[config.mk]
export PLATFORM = sky130hd
export DESIGN_NAME = fetch_ctrl
export DESIGN_NICKNAME = d
export VERILOG_FILES = /design/src/rtl/fetch_ctrl_pkg.sv /design/src/rtl/fetch_perf_cnt.sv /design/src/rtl/fetch_ctrl.sv
export SDC_FILE = /design/constraint.sdc
export NUM_CORES = 1
export LEC_CHECK = 0
export ABC_AREA = 1
export CELL_PAD_IN_SITES_DETAIL_PLACEMENT = 1
export CELL_PAD_IN_SITES_GLOBAL_PLACEMENT = 1
export CORE_MARGIN = 1.5
export CORE_UTILIZATION = 25
export DETAILED_ROUTE_END_ITERATION = 7
export PLACE_DENSITY_LB_ADDON = 0.1
export SKIP_LAST_GASP = 1
export SYNTH_ARGS = -nofsm -noshare
export SYNTH_HDL_FRONTEND = slang
export SYNTH_SLANG_ARGS = --single-unit
[constraint.sdc]
create_clock -name Clk -period 2.4 [get_ports Clk]
set_clock_uncertainty 0.15 [all_clocks]
set_input_delay 0.48 -clock Clk [delete_from_list [all_inputs] [get_ports Clk]]
set_output_delay 0.48 -clock Clk [all_outputs]
set_load 0.1 [all_outputs]
[src/rtl/fetch_ctrl_pkg.sv]
// -----------------------------------------------------------------------------
// fetch_ctrl_pkg
// Shared definitions for the fetch sequencing controller:
//   - state_t     : controller FSM encoding (RUN / STALL / FLUSH)
//   - cause_t     : redirect cause encoding (NONE / JUMPM / JUMP / BRANCH)
//   - FLUSH_CNT_W : width of the flush bubble counter
//   - pick_cause  : fixed-priority redirect resolution
// -----------------------------------------------------------------------------
package fetch_ctrl_pkg;

    // Wide enough for a bubble count of up to 7 (loaded as FLUSH_CYCLES-1).
    localparam int FLUSH_CNT_W = 3;

    typedef enum logic [1:0] {
        ST_RUN   = 2'd0,
        ST_STALL = 2'd1,
        ST_FLUSH = 2'd2
    } state_t;

    typedef enum logic [1:0] {
        CAUSE_NONE   = 2'd0,
        CAUSE_JUMPM  = 2'd1,
        CAUSE_JUMP   = 2'd2,
        CAUSE_BRANCH = 2'd3
    } cause_t;

    // JumpM comes from the MEM stage, so it belongs to an older instruction
    // than anything in EX and must win. Between the two EX requests, an
    // unconditional jump beats a taken branch.
    function automatic cause_t pick_cause(input logic jumpm,
                                          input logic jump,
                                          input logic branch);
        if (jumpm) begin
            return CAUSE_JUMPM;
        end else if (jump) begin
            return CAUSE_JUMP;
        end else if (branch) begin
            return CAUSE_BRANCH;
        end
        return CAUSE_NONE;
    endfunction

endpackage

[src/rtl/fetch_perf_cnt.sv]
// -----------------------------------------------------------------------------
// fetch_perf_cnt
// 32-bit event counter used by fetch_ctrl when FETCH_CTRL_PERF_EN is defined.
// The whole module only exists in that build.
//
// Ports:
//   Clk    in   rising-edge clock
//   Rst_n  in   synchronous active-low clear
//   en     in   count enable; one increment per enabled cycle
//   count  out  [31:0] current count, wraps at 2^32
// -----------------------------------------------------------------------------
`ifdef FETCH_CTRL_PERF_EN
module fetch_perf_cnt (
    input  logic        Clk,
    input  logic        Rst_n,
    input  logic        en,
    output logic [31:0] count
);

    always_ff @(posedge Clk) begin
        if (!Rst_n) begin
            count <= '0;
        end else if (en) begin
            count <= count + 32'd1;
        end
    end

endmodule
`endif

[src/rtl/fetch_ctrl.sv]
// -----------------------------------------------------------------------------
// fetch_ctrl
// Sequencing controller for the instruction fetch stage. Resolves the
// Jump / JumpM / Branch requests into one registered PC redirect, inserts
// FLUSH_CYCLES bubble cycles after each redirect and stalls fetch for one
// cycle per sampled load-use hazard.
//
// Optional feature macro: FETCH_CTRL_PERF_EN
//   When defined, adds redirect_cnt / stall_cnt performance counters.
//
// Parameters:
//   FLUSH_CYCLES  bubble cycles after a redirect (1..7)
//   XLEN          address / data width
//
// Ports:
//   Clk, Rst_n       clock, synchronous active-low reset
//   Jump             EX unconditional jump, target rs1
//   JumpM            MEM jump to loaded value, target read_data
//   Branch           EX taken branch, target ALU_result
//   ALU_result       [XLEN-1:0] branch target
//   read_data        [XLEN-1:0] memory jump target
//   rs1              [XLEN-1:0] register jump target
//   load_use         decode-stage load-use hazard
//   redirect_valid   one-cycle PC load strobe (no back-pressure: fetch must
//                    take redirect_pc in every cycle where this is high)
//   redirect_pc      [XLEN-1:0] new PC, holds its value while strobe is low
//   pc_we            PC write enable (0 = hold)
//   ifid_we          IF/ID write enable
//   ifid_flush       clear IF/ID to NOP
//   idex_flush       clear ID/EX to NOP
//   state            [1:0] debug view of the FSM state (state_t encoding)
//   redirect_cnt     [31:0] redirect strobes seen   (FETCH_CTRL_PERF_EN only)
//   stall_cnt        [31:0] STALL cycles seen       (FETCH_CTRL_PERF_EN only)
//
// Every output is driven straight from a flop; the next-cycle values are
// decoded from the next state so no combinational path reaches the ports.
// -----------------------------------------------------------------------------
module fetch_ctrl
    import fetch_ctrl_pkg::*;
#(
    parameter int FLUSH_CYCLES = 2,
    parameter int XLEN         = 32
) (
    input  logic            Clk,
    input  logic            Rst_n,
    input  logic            Jump,
    input  logic            JumpM,
    input  logic            Branch,
    input  logic [XLEN-1:0] ALU_result,
    input  logic [XLEN-1:0] read_data,
    input  logic [XLEN-1:0] rs1,
    input  logic            load_use,
    output logic            redirect_valid,
    output logic [XLEN-1:0] redirect_pc,
    output logic            pc_we,
    output logic            ifid_we,
    output logic            ifid_flush,
    output logic            idex_flush,
    output logic [1:0]      state
`ifdef FETCH_CTRL_PERF_EN
    ,
    output logic [31:0]     redirect_cnt,
    output logic [31:0]     stall_cnt
`endif
);

    // The counter runs FLUSH_CYCLES-1 down to 0, so the FLUSH state lasts
    // exactly FLUSH_CYCLES cycles.
    localparam logic [FLUSH_CNT_W-1:0] FLUSH_LOAD = FLUSH_CNT_W'(FLUSH_CYCLES - 1);

    state_t                 cur_state;
    state_t                 nxt_state;
    logic [FLUSH_CNT_W-1:0] flush_cnt;
    logic [FLUSH_CNT_W-1:0] nxt_cnt;
    cause_t                 req_cause;
    cause_t                 sel_cause;
    logic                   nxt_valid;
    logic [XLEN-1:0]        nxt_pc;
    logic                   nxt_pc_we;
    logic                   nxt_ifid_we;
    logic                   nxt_ifid_flush;
    logic                   nxt_idex_flush;

    assign state = cur_state;

    // -------------------------------------------------------------------------
    // Next-state, redirect selection and output decode
    // -------------------------------------------------------------------------
    always_comb begin
        nxt_state      = cur_state;
        nxt_cnt        = flush_cnt;
        sel_cause      = CAUSE_NONE;
        req_cause      = pick_cause(JumpM, Jump, Branch);

        case (cur_state)
            ST_RUN, ST_STALL: begin
                // A redirect outranks a hazard on the same edge: the stalled
                // instruction is about to be flushed anyway.
                if (req_cause != CAUSE_NONE) begin
                    sel_cause = req_cause;
                    nxt_state = ST_FLUSH;
                    nxt_cnt   = FLUSH_LOAD;
                end else if (load_use) begin
                    nxt_state = ST_STALL;
                end else begin
                    nxt_state = ST_RUN;
                end
            end
            ST_FLUSH: begin
                // Jump/Branch/load_use now come from squashed instructions.
                // Only JumpM, from an older instruction in MEM, is still live;
                // it redirects again and reopens the bubble window.
                if (JumpM) begin
                    sel_cause = CAUSE_JUMPM;
                    nxt_state = ST_FLUSH;
                    nxt_cnt   = FLUSH_LOAD;
                end else if (flush_cnt == '0) begin
                    nxt_state = ST_RUN;
                end else begin
                    nxt_cnt = flush_cnt - FLUSH_CNT_W'(1);
                end
            end
            default: begin
                nxt_state = ST_RUN;
                nxt_cnt   = '0;
            end
        endcase

        nxt_valid = (sel_cause != CAUSE_NONE);

        case (sel_cause)
            CAUSE_JUMPM:  nxt_pc = read_data;
            CAUSE_JUMP:   nxt_pc = rs1;
            CAUSE_BRANCH: nxt_pc = ALU_result;
            default:      nxt_pc = redirect_pc;
        endcase

        nxt_pc_we      = 1'b1;
        nxt_ifid_we    = 1'b1;
        nxt_ifid_flush = 1'b0;
        nxt_idex_flush = 1'b0;
        case (nxt_state)
            ST_STALL: begin
                // Hold PC and IF/ID, inject a bubble into ID/EX.
                nxt_pc_we      = 1'b0;
                nxt_ifid_we    = 1'b0;
                nxt_idex_flush = 1'b1;
            end
            ST_FLUSH: begin
                nxt_ifid_flush = 1'b1;
                nxt_idex_flush = 1'b1;
            end
            default: begin
            end
        endcase
    end

    // -------------------------------------------------------------------------
    // State and output registers
    // -------------------------------------------------------------------------
    always_ff @(posedge Clk) begin
        if (!Rst_n) begin
            cur_state      <= ST_RUN;
            flush_cnt      <= '0;
            redirect_valid <= 1'b0;
            redirect_pc    <= '0;
            pc_we          <= 1'b1;
            ifid_we        <= 1'b1;
            ifid_flush     <= 1'b0;
            idex_flush     <= 1'b0;
        end else begin
            cur_state      <= nxt_state;
            flush_cnt      <= nxt_cnt;
            redirect_valid <= nxt_valid;
            redirect_pc    <= nxt_pc;
            pc_we          <= nxt_pc_we;
            ifid_we        <= nxt_ifid_we;
            ifid_flush     <= nxt_ifid_flush;
            idex_flush     <= nxt_idex_flush;
        end
    end

`ifdef FETCH_CTRL_PERF_EN
    // -------------------------------------------------------------------------
    // Performance counters: count the cycles the strobe / stall are visible.
    // -------------------------------------------------------------------------
    fetch_perf_cnt u_redirect_cnt (
        .Clk   (Clk),
        .Rst_n (Rst_n),
        .en    (redirect_valid),
        .count (redirect_cnt)
    );

    fetch_perf_cnt u_stall_cnt (
        .Clk   (Clk),
        .Rst_n (Rst_n),
        .en    (cur_state == ST_STALL),
        .count (stall_cnt)
    );
`endif

endmodule

# Yosys cells after proc, flatten, opt, wreduce, memory -nomap -nowiden
# Index checks and enable logic that the tools add are counted.
# word_totals
n_memories	0
elab_cells	48
input_bits	102
latchBits	0
mem_bits_ro	0
mem_bits_rw	0
ff_bits	41
output_inout_bits	39
# classes
bitwise	0
add_sub_neg	1
n_lt_le_gt_ge	0
eq_ne	9
muxes	23
n_mul	0
n_reduce_logical	8
n_div	0
shift	0
# op_table
op	n
32-bit one-hot mux with 3 select lines	1
2-bit 2-to-1 mux	8
3-bit 2-to-1 mux	3
2-bit equality test (second input constant)	4
1-bit 2-to-1 mux	8
2-bit one-hot mux with 2 select lines	2
2-bit by 1-bit equality test with 1-bit output (second input constant)	3
3-bit one-hot mux with 2 select lines	1
2-bit nonzero test	2
2-bit OR reduction	2
3-bit zero test	1
3-bit inequality test (second input constant)	1
3-bit nonzero test	1
3-bit by 1-bit subtractor with 3-bit output (second input constant)	1
2-bit zero test	1
2-bit inequality test (second input constant)	1
2-bit AND reduction	1

# Logic depth before layout (Yosys ltp)
# Gate-level depths: netlist of the first run.
# logic_depth
depth_word	10
mapped_depth	8
mapped_depth_nobuf	8

# Least setup slack after synthesis of the first run
# No wires, ideal clock.
# synth_path
path_kind	register -> register
from	register cur_state[1], in the netlist state[1]
to	register redirect_pc[0]
required_time_ns	2.131
stages_incl_launch_ff	9
setup_time_ns	0.119
period_less_slack_ns	2.136
arrival_ns	1.867
n_path_buf	1
path_slack_ns	0.264
cell_sequence	dfxtp_1 inv_2 nor2_2 nand2_1 nand2_2 buf_2 nand2_1 nor2_1 nor2_1
# synth_via
elab_chain_cells	5
word_cells_on_any_way	10
classes_between	eq/ne (5); mux (2); reduce/logical (3)
# synth_rtl
item	line	text
start: declaration	fetch_ctrl.sv:71	state_t cur_state;
start signal: assignment	fetch_ctrl.sv:172	cur_state <= nxt_state;
2-bit by 1-bit equality test with 1-bit output or 2-bit zero test (tied branches)	fetch_ctrl.sv:95	case (cur_state)
2-bit OR reduction	fetch_ctrl.sv:95	
2-bit one-hot mux with 2 select lines (*)	fetch_ctrl.sv:95	
2-bit equality test or 2-bit by 1-bit equality test with 1-bit output (tied branches)	fetch_ctrl.sv:131	case (sel_cause)
32-bit one-hot mux with 3 select lines or 3-bit nonzero test (tied branches)	-	
end signal: assignment	fetch_ctrl.sv:175	redirect_pc <= nxt_pc;
end: declaration	fetch_ctrl.sv:54	output logic [XLEN-1:0] redirect_pc,
# Mark *: on every way between the ends. The rest lies on a longest branch, timed or not.
# A chain may end at the register's enable or synchronous reset.

# Worst setup path in the final report of the first run
# layout_path
from	input port JumpM
to	register idex_flush
# layout_via
elab_chain_cells	8
word_cells_on_any_way	11
classes_between	eq/ne (2); mux (7); reduce/logical (2)
# layout_rtl
item	line	text
start: declaration	fetch_ctrl.sv:47	input logic JumpM,
2-bit 2-to-1 mux or 1-bit 2-to-1 mux (tied branches)	fetch_ctrl_pkg.sv:33	if (jumpm) begin
2-bit 2-to-1 mux	fetch_ctrl_pkg.sv:40	return CAUSE_NONE;
2-bit nonzero test	fetch_ctrl.sv:99	if (req_cause != CAUSE_NONE) begin
2-bit 2-to-1 mux	fetch_ctrl.sv:99	
2-bit one-hot mux with 2 select lines (*)	fetch_ctrl.sv:95	
named net nxt_state[0]	fetch_ctrl.sv:72	state_t nxt_state;
2-bit equality test or 2-bit by 1-bit equality test with 1-bit output (tied branches)	fetch_ctrl.sv:142	case (nxt_state)
2-bit OR reduction (no source line) (*)	-	
1-bit 2-to-1 mux (*)	fetch_ctrl.sv:142	
end signal: assignment	fetch_ctrl.sv:179	idex_flush <= nxt_idex_flush;
end: declaration	fetch_ctrl.sv:58	output logic idex_flush,
# Mark *: on every way through the listed nets, which the timed path passes. The rest lies on a longest branch.

==> flow_metrics.tcl, run 1 <==
set metrics [dict create \
    outcome "finished clean" \
    synth_top_area_frac 0.365 \
    n_antenna_cell 0 \
    clkLatencyLatePin_ns 0.30 \
    synthTopCellsByCount "113 x nand2_1, 76 x nor2_1, 54 x o21ai_0" \
    fmax_mhz 506 \
    power.density_nw_per_um2 636 \
    yosysSeqAreaShare 0.365 \
    cp-end-kind "flop" \
    startpoint_type "input port" \
    async_flop_share 0 \
    cts_root_buffer "clkbuf_8" \
    hold_viol_final 0 \
    fin_nets 622 \
    cts_setup_buffers 0 \
    slew_viol_final 0 \
    routed_wirelength_mm 8.23 \
    area_growth_pct 68.6 \
    grt_max_degree 53 \
    cts_buffer_depth 2 \
    clkSlewWorstSetupHoldPaths_ns 0.09 \
    leakagePower_uw 0.00184 \
    cts_resized 0 \
    cap_violations 0 \
    worst_ep_required_time_ns 2.48 \
    overflow 0 \
    grt_pass1_vias 2931 \
    crit_start "JumpM" \
    synthMostInstantiatedCell "nand2_1" \
    ys.flop_type "dfxtp_1" \
    finalCritPeriodShare 0.824 \
    grt_antenna_before_repair 0 \
    place_congestion 0.824 \
    yosys.area.top_type "dfxtp_1" \
    grt_use_met1 0.217 \
    yosysUniqueCellTypes 18 \
    ctsHoldBuffers 0 \
    arrival_ns 2.06 \
    routed-via-count 2765 \
    grt_use_met2 0.307 \
    worst_slew_pin_slew_ns 0.312 \
    setup_violations 0 \
    dp_hpwl_mm 6.31 \
    cp_max_fo 6 \
    synth_warnings 0 \
    postLayoutCoreUtil 0.435 \
    rows 34 \
    viasPerCell 4.42 \
    synth_edf_count 0 \
    die-area_um2 9580 \
    min_period_ns 1.98 \
    cts_tree "yes" \
    r2r_cells 8 \
    drtAntennaViolNets 0 \
    power.total_uw 2410 \
    crit_type "in -> reg" \
    synthCells 379 \
    firstDrtPassIters 4 \
    syn-num-nets 485 \
    hp-class "reg -> reg" \
    holdPathStages 2 \
    core_region_area_um2 8720 \
    synthTopCellsByArea "dfxtp_1 36%, nand2_1 19%, nor2_1 13%" \
    reg2reg_from "state[1]$_SDFF_PN0_" \
    drt_first_iter_violations 38 \
    fin_hold_ws_ns 0.335 \
    drc 0 \
    syn_area_per_cell_um2 5.94 \
    port-buffer-count 140 \
    start_util 0.258 \
    grt_first_pass_wirelength_mm 13.9 \
    rsz0062_at_grt "false" \
    cts_buffers 5 \
    htree_levels 2 \
    max-vdd-ir-drop_mv 0.251 \
    met3_usage 0.0494 \
    slew_headroom 0.791 \
    tns_ns 0 \
    die_w_um 97.9 \
    clock-sinks 41 \
    boundaryPins 141 \
    netlist_area_um2 2250 \
    grt-busiest-layer "met2" \
    avgRoutedWirePerCell_um 13.2 \
    die_h_um 97.9 \
    synth_seq_cells 41 \
    hold_start "flush_cnt[2]$_SDFFE_PN0P_" \
    grt_usage 0.177 \
    layout-drive-gt1-share 0.122 \
]
worst max-delay path: stages:
cell             delay [ns]
clkdlybuf4s50_1        0.55
nor2_1                 0.25
nand2_1                0.14
nor2_1                 0.16
inv_1                  0.08
ha_1                   0.29
nor2_1                 0.10
cell type report:
cell class | count | area [um^2]
inverters | 47 | 176
fillers | 1134 | 4920
well taps | 108 | 135
clock buffers | 5 | 68.8
multi-input cells | 271 | 1170
repair buffers | 150 | 1400
flip-flops and latches | 41 | 821
clock inverters | 3 | 22.5
placed cells by master (no fill, tap or decap), drive strengths merged:
master / count
nor2: 77
a21oi: 4
dfxtp: 41
buf: 49
nor3: 2
clkinvlp: 3
clkbuf: 5
inv: 47
clkdlybuf4s50: 101
nand4: 1
nand3: 3
o21ai: 66
nand2: 114
ha: 4
state kept, by name (all words and copies together) (netlist names):
signal / count
redirect_pc: 32
ifid_flush: 1
idex_flush: 1
state: 2
ifid_we: 1
flush_cnt: 3
redirect_valid: 1
cell families (layout without fill, tap and decap cells):
family          Yosys count  in the layout  share of synthesized area
compound gates           70             70                      0.156
fa+ha+maj                 4              4                     0.0222
buf+inv                  67            205                      0.121
flops                    41             41                      0.365
simple gates            197            197                      0.337
routing by layer:
layer	wire length [um]	part of all wire
met5	0	0
met4	59	0.0072
met3	584	0.071
met2	3930	0.48
met1	3660	0.44
report_power, final:
| group | total (uW) | switching (uW) | internal, uW |
|---|---|---|---|
| Combinational | 1150 | 796 | 351 |
| Clock | 469 | 265 | 204 |
| Sequential | 797 | 40.6 | 757 |
final timing paths:
kind                            slack [ns]                     endpoint
worst max register to register        0.67  redirect_pc[1]$_SDFFE_PN0P_
worst max-delay path                  0.42        idex_flush$_SDFF_PN0_
worst min register to register        0.34    flush_cnt[2]$_SDFFE_PN0P_
worst min-delay path                  0.34    flush_cnt[2]$_SDFFE_PN0P_
metrics by stage:
step	instances	area (um^2)	setup slack, ns
2_1_floorplan	379	2250	0.264
3_3_place_gp	617	3700	0.161
3_5_place_dp	617	3700	0.117
4_1_cts	625	3800	0.436
5_1_grt	625	3800	0.247
6_report	625	3800	0.423
(Power assumes the default switching activity.)
==> inputs of run 2 (changes only) <==
--- a/config.mk
+++ b/config.mk
@@ -9,7 +9,7 @@
 export CELL_PAD_IN_SITES_DETAIL_PLACEMENT = 1
 export CELL_PAD_IN_SITES_GLOBAL_PLACEMENT = 1
 export CORE_MARGIN = 1.5
-export CORE_UTILIZATION = 25
+export CORE_UTILIZATION = 21
 export DETAILED_ROUTE_END_ITERATION = 7
 export PLACE_DENSITY_LB_ADDON = 0.1
 export SKIP_LAST_GASP = 1
==> constraint.sdc (replaced) <==
create_clock -name Clk -period 1.75 [get_ports Clk]
set_clock_uncertainty 0.15 [all_clocks]
set_input_delay 0.35 -clock Clk [delete_from_list [all_inputs] [get_ports Clk]]
set_output_delay 0.35 -clock Clk [all_outputs]
set_load 0.1 [all_outputs]
==> run 2 against run 1 <==
  * Sequential cell count unchanged
  * First-iteration DRC count increased by 89%
  * Final area rose by 16%
  * Combinational power rose by 62%
  * Sequential power rose by 43%
  * Via count down 0.25%
  * Non-clock buffer count is 7 higher
  * Count of clock-buffer cells in the layout is 1 higher
  * Hold slack got worse by 0.0011 ns
  * Critical endpoint is now redirect_pc[27]$_SDFFE_PN0P_
  * Largest power group unchanged
  * Highest routed layer unchanged
==> flow_metrics.tcl, run 2 (synthesis gave the netlist of run 1 again) <==
set metrics [dict create \
    p_sw_uw 1530 \
    cp_max_fo 20 \
    grt_usage 0.155 \
    combPwrFrac 0.517 \
    stdcell_count 659 \
    drc 0 \
    routed-via-count 2758 \
    start_util 0.217 \
    worst_ep_required_time_ns 1.78 \
    crit_type "in -> reg" \
    cap_violations 0 \
    grt_max_degree 33 \
    hp-class "reg -> reg" \
    place_congestion 0.723 \
    p_int_uw 2070 \
    avgRoutedWirePerCell_um 12.8 \
    outcome "finished clean" \
    r2r_slack_ns 0.21 \
    drtAntennaViolNets 0 \
    holdPathStages 2 \
    ctsHoldBuffers 0 \
    slew_viol_final 0 \
    clock-sinks 41 \
    worst_slew_pin_slew_ns 0.250 \
    layout-drive-gt1-share 0.138 \
    grt_first_pass_wirelength_mm 13.9 \
    port-buffer-count 140 \
    max-vdd-ir-drop_mv 0.308 \
    die-area_um2 11300 \
    cts_root_buffer "clkbuf_8" \
    die_h_um 107 \
    rsz0062_at_grt "true" \
    met2_length_mm 3.89 \
    fmax_mhz 608 \
    area_growth_pct 95.8 \
    fin_nets 629 \
    boundaryPins 141 \
    finalCritPeriodShare 0.939 \
    grt_antenna_before_repair 0 \
    met1_length_mm 3.82 \
    cts_tree "yes" \
    leakagePower_uw 0.00206 \
    firstDrtPassIters 4 \
    routed_wirelength_mm 8.42 \
    drt_first_iter_violations 72 \
    crit_start "Jump" \
    core_region_area_um2 10400 \
    clkSlewWorstSetupHoldPaths_ns 0.08 \
    wl_met3_um 607 \
    clkLatencyLatePin_ns 0.29 \
    worstReg2RegEnd "redirect_pc[21]$_SDFFE_PN0P_" \
    cts_buffers 5 \
    top_register "redirect_pc" \
    hold_start "flush_cnt[2]$_SDFFE_PN0P_" \
    final_common_cell "nand2_1" \
    overflow 0 \
    r2r_cells 8 \
    dp_hpwl_mm 6.35 \
    min_period_ns 1.64 \
    cts_buffer_depth 2 \
    reg2reg_from "state[1]$_SDFF_PN0_" \
    min_to "flush_cnt[2]$_SDFFE_PN0P_" \
    nFillCells 1284 \
    top_layer "met4" \
    clkPwrFrac 0.164 \
    htree_levels 2 \
    postLayoutCoreUtil 0.425 \
    slew_headroom 0.832 \
    cp-end-kind "flop" \
    die_w_um 107 \
    final_cell_mix "113 x nand2_1, 100 x clkdlybuf4s50_1, 75 x nor2_1, 48 x o21ai_0, 45 x inv_1" \
    startpoint_type "input port" \
    power.total_uw 3590 \
    p_seq_frac 0.318 \
    power.density_nw_per_um2 815 \
    grt_pass1_vias 2917 \
    dp_cells 652 \
    cts_setup_buffers 0 \
    n_antenna_cell 0 \
    setup_violations 0 \
    viasPerCell 4.19 \
    arrival_ns 1.67 \
    rows 37 \
    swShare 0.425 \
    largest_register_ff_count 32 \
    hold_viol_final 0 \
]
-- run 2: power by group through the flow --
stage	clock network [uW]	logic (uW)	registers, uW
global placement	0	1860	1160
CTS	631	1880	1150
floorplan	0	350	1820
detailed placement	0	1880	1170
finish	590	1860	1140
global route	670	1980	1160
-- run 2: repair_timing --
action,in CTS,in global routing
hold endpoints to repair,0,0
endpoints found under the setup margin,1,34
gates resized for setup,1,7
-- run 2: critical path: stages --
cell	delay (ns)
clkdlybuf4s50_1	0.44
nor2_1	0.16
nand2_1	0.07
nand2_1	0.11
nand2_2	0.12
buf_12	0.17
o21ai_0	0.18
nor2_1	0.07
-- run 2: layout make-up --
| type | instances | area, um^2 | area share |
|---|---|---|---|
| clock buffer | 6 | 72.6 | 0.0165 |
| clock inverter | 1 | 5.00 | 0.00114 |
| inverter | 47 | 176 | 0.0400 |
| multi-input combinational | 271 | 1170 | 0.266 |
| sequential | 41 | 827 | 0.188 |
| tap | 136 | 170 | 0.0386 |
| timing repair buffer | 157 | 1980 | 0.450 |
-- run 2: metal layers --
layer | global-route usage | up-vias
li1 | - | 1439
met5 | 0 | -
met4 | 0.0400 | 0
met1 | 0.179 | 1229
met2 | 0.277 | 82
met3 | 0.0472 | 8
-- run 2: worst max path at each step --
stage	cells past startpoint	to	slack, ns
finish	8	redirect_pc[27]$_SDFFE_PN0P_	0.11
global route	7	redirect_pc[19]$_SDFFE_PN0P_	-0.03
CTS	8	redirect_pc[23]$_SDFFE_PN0P_	0.01
detailed placement	7	idex_flush$_SDFF_PN0_	-0.30
global placement	7	idex_flush$_SDFF_PN0_	-0.24
floorplan	8	redirect_pc[0]$_SDFFE_PN0P_	0.15
-- run 2: stage by stage --
stage | worst slack (ns) | setup TNS [ns] | hold slack [ns] | cell area [um^2]
after floorplan | 0.150 | 0 | 0.305 | 2260
after global placement | -0.235 | -6.50 | 0.318 | 4320
after detailed placement | -0.298 | -8.02 | 0.326 | 4320
after CTS | 0.0141 | 0 | 0.338 | 4400
after global routing | -0.0335 | -0.0671 | 0.360 | 4410
final | 0.106 | 0 | 0.334 | 4410
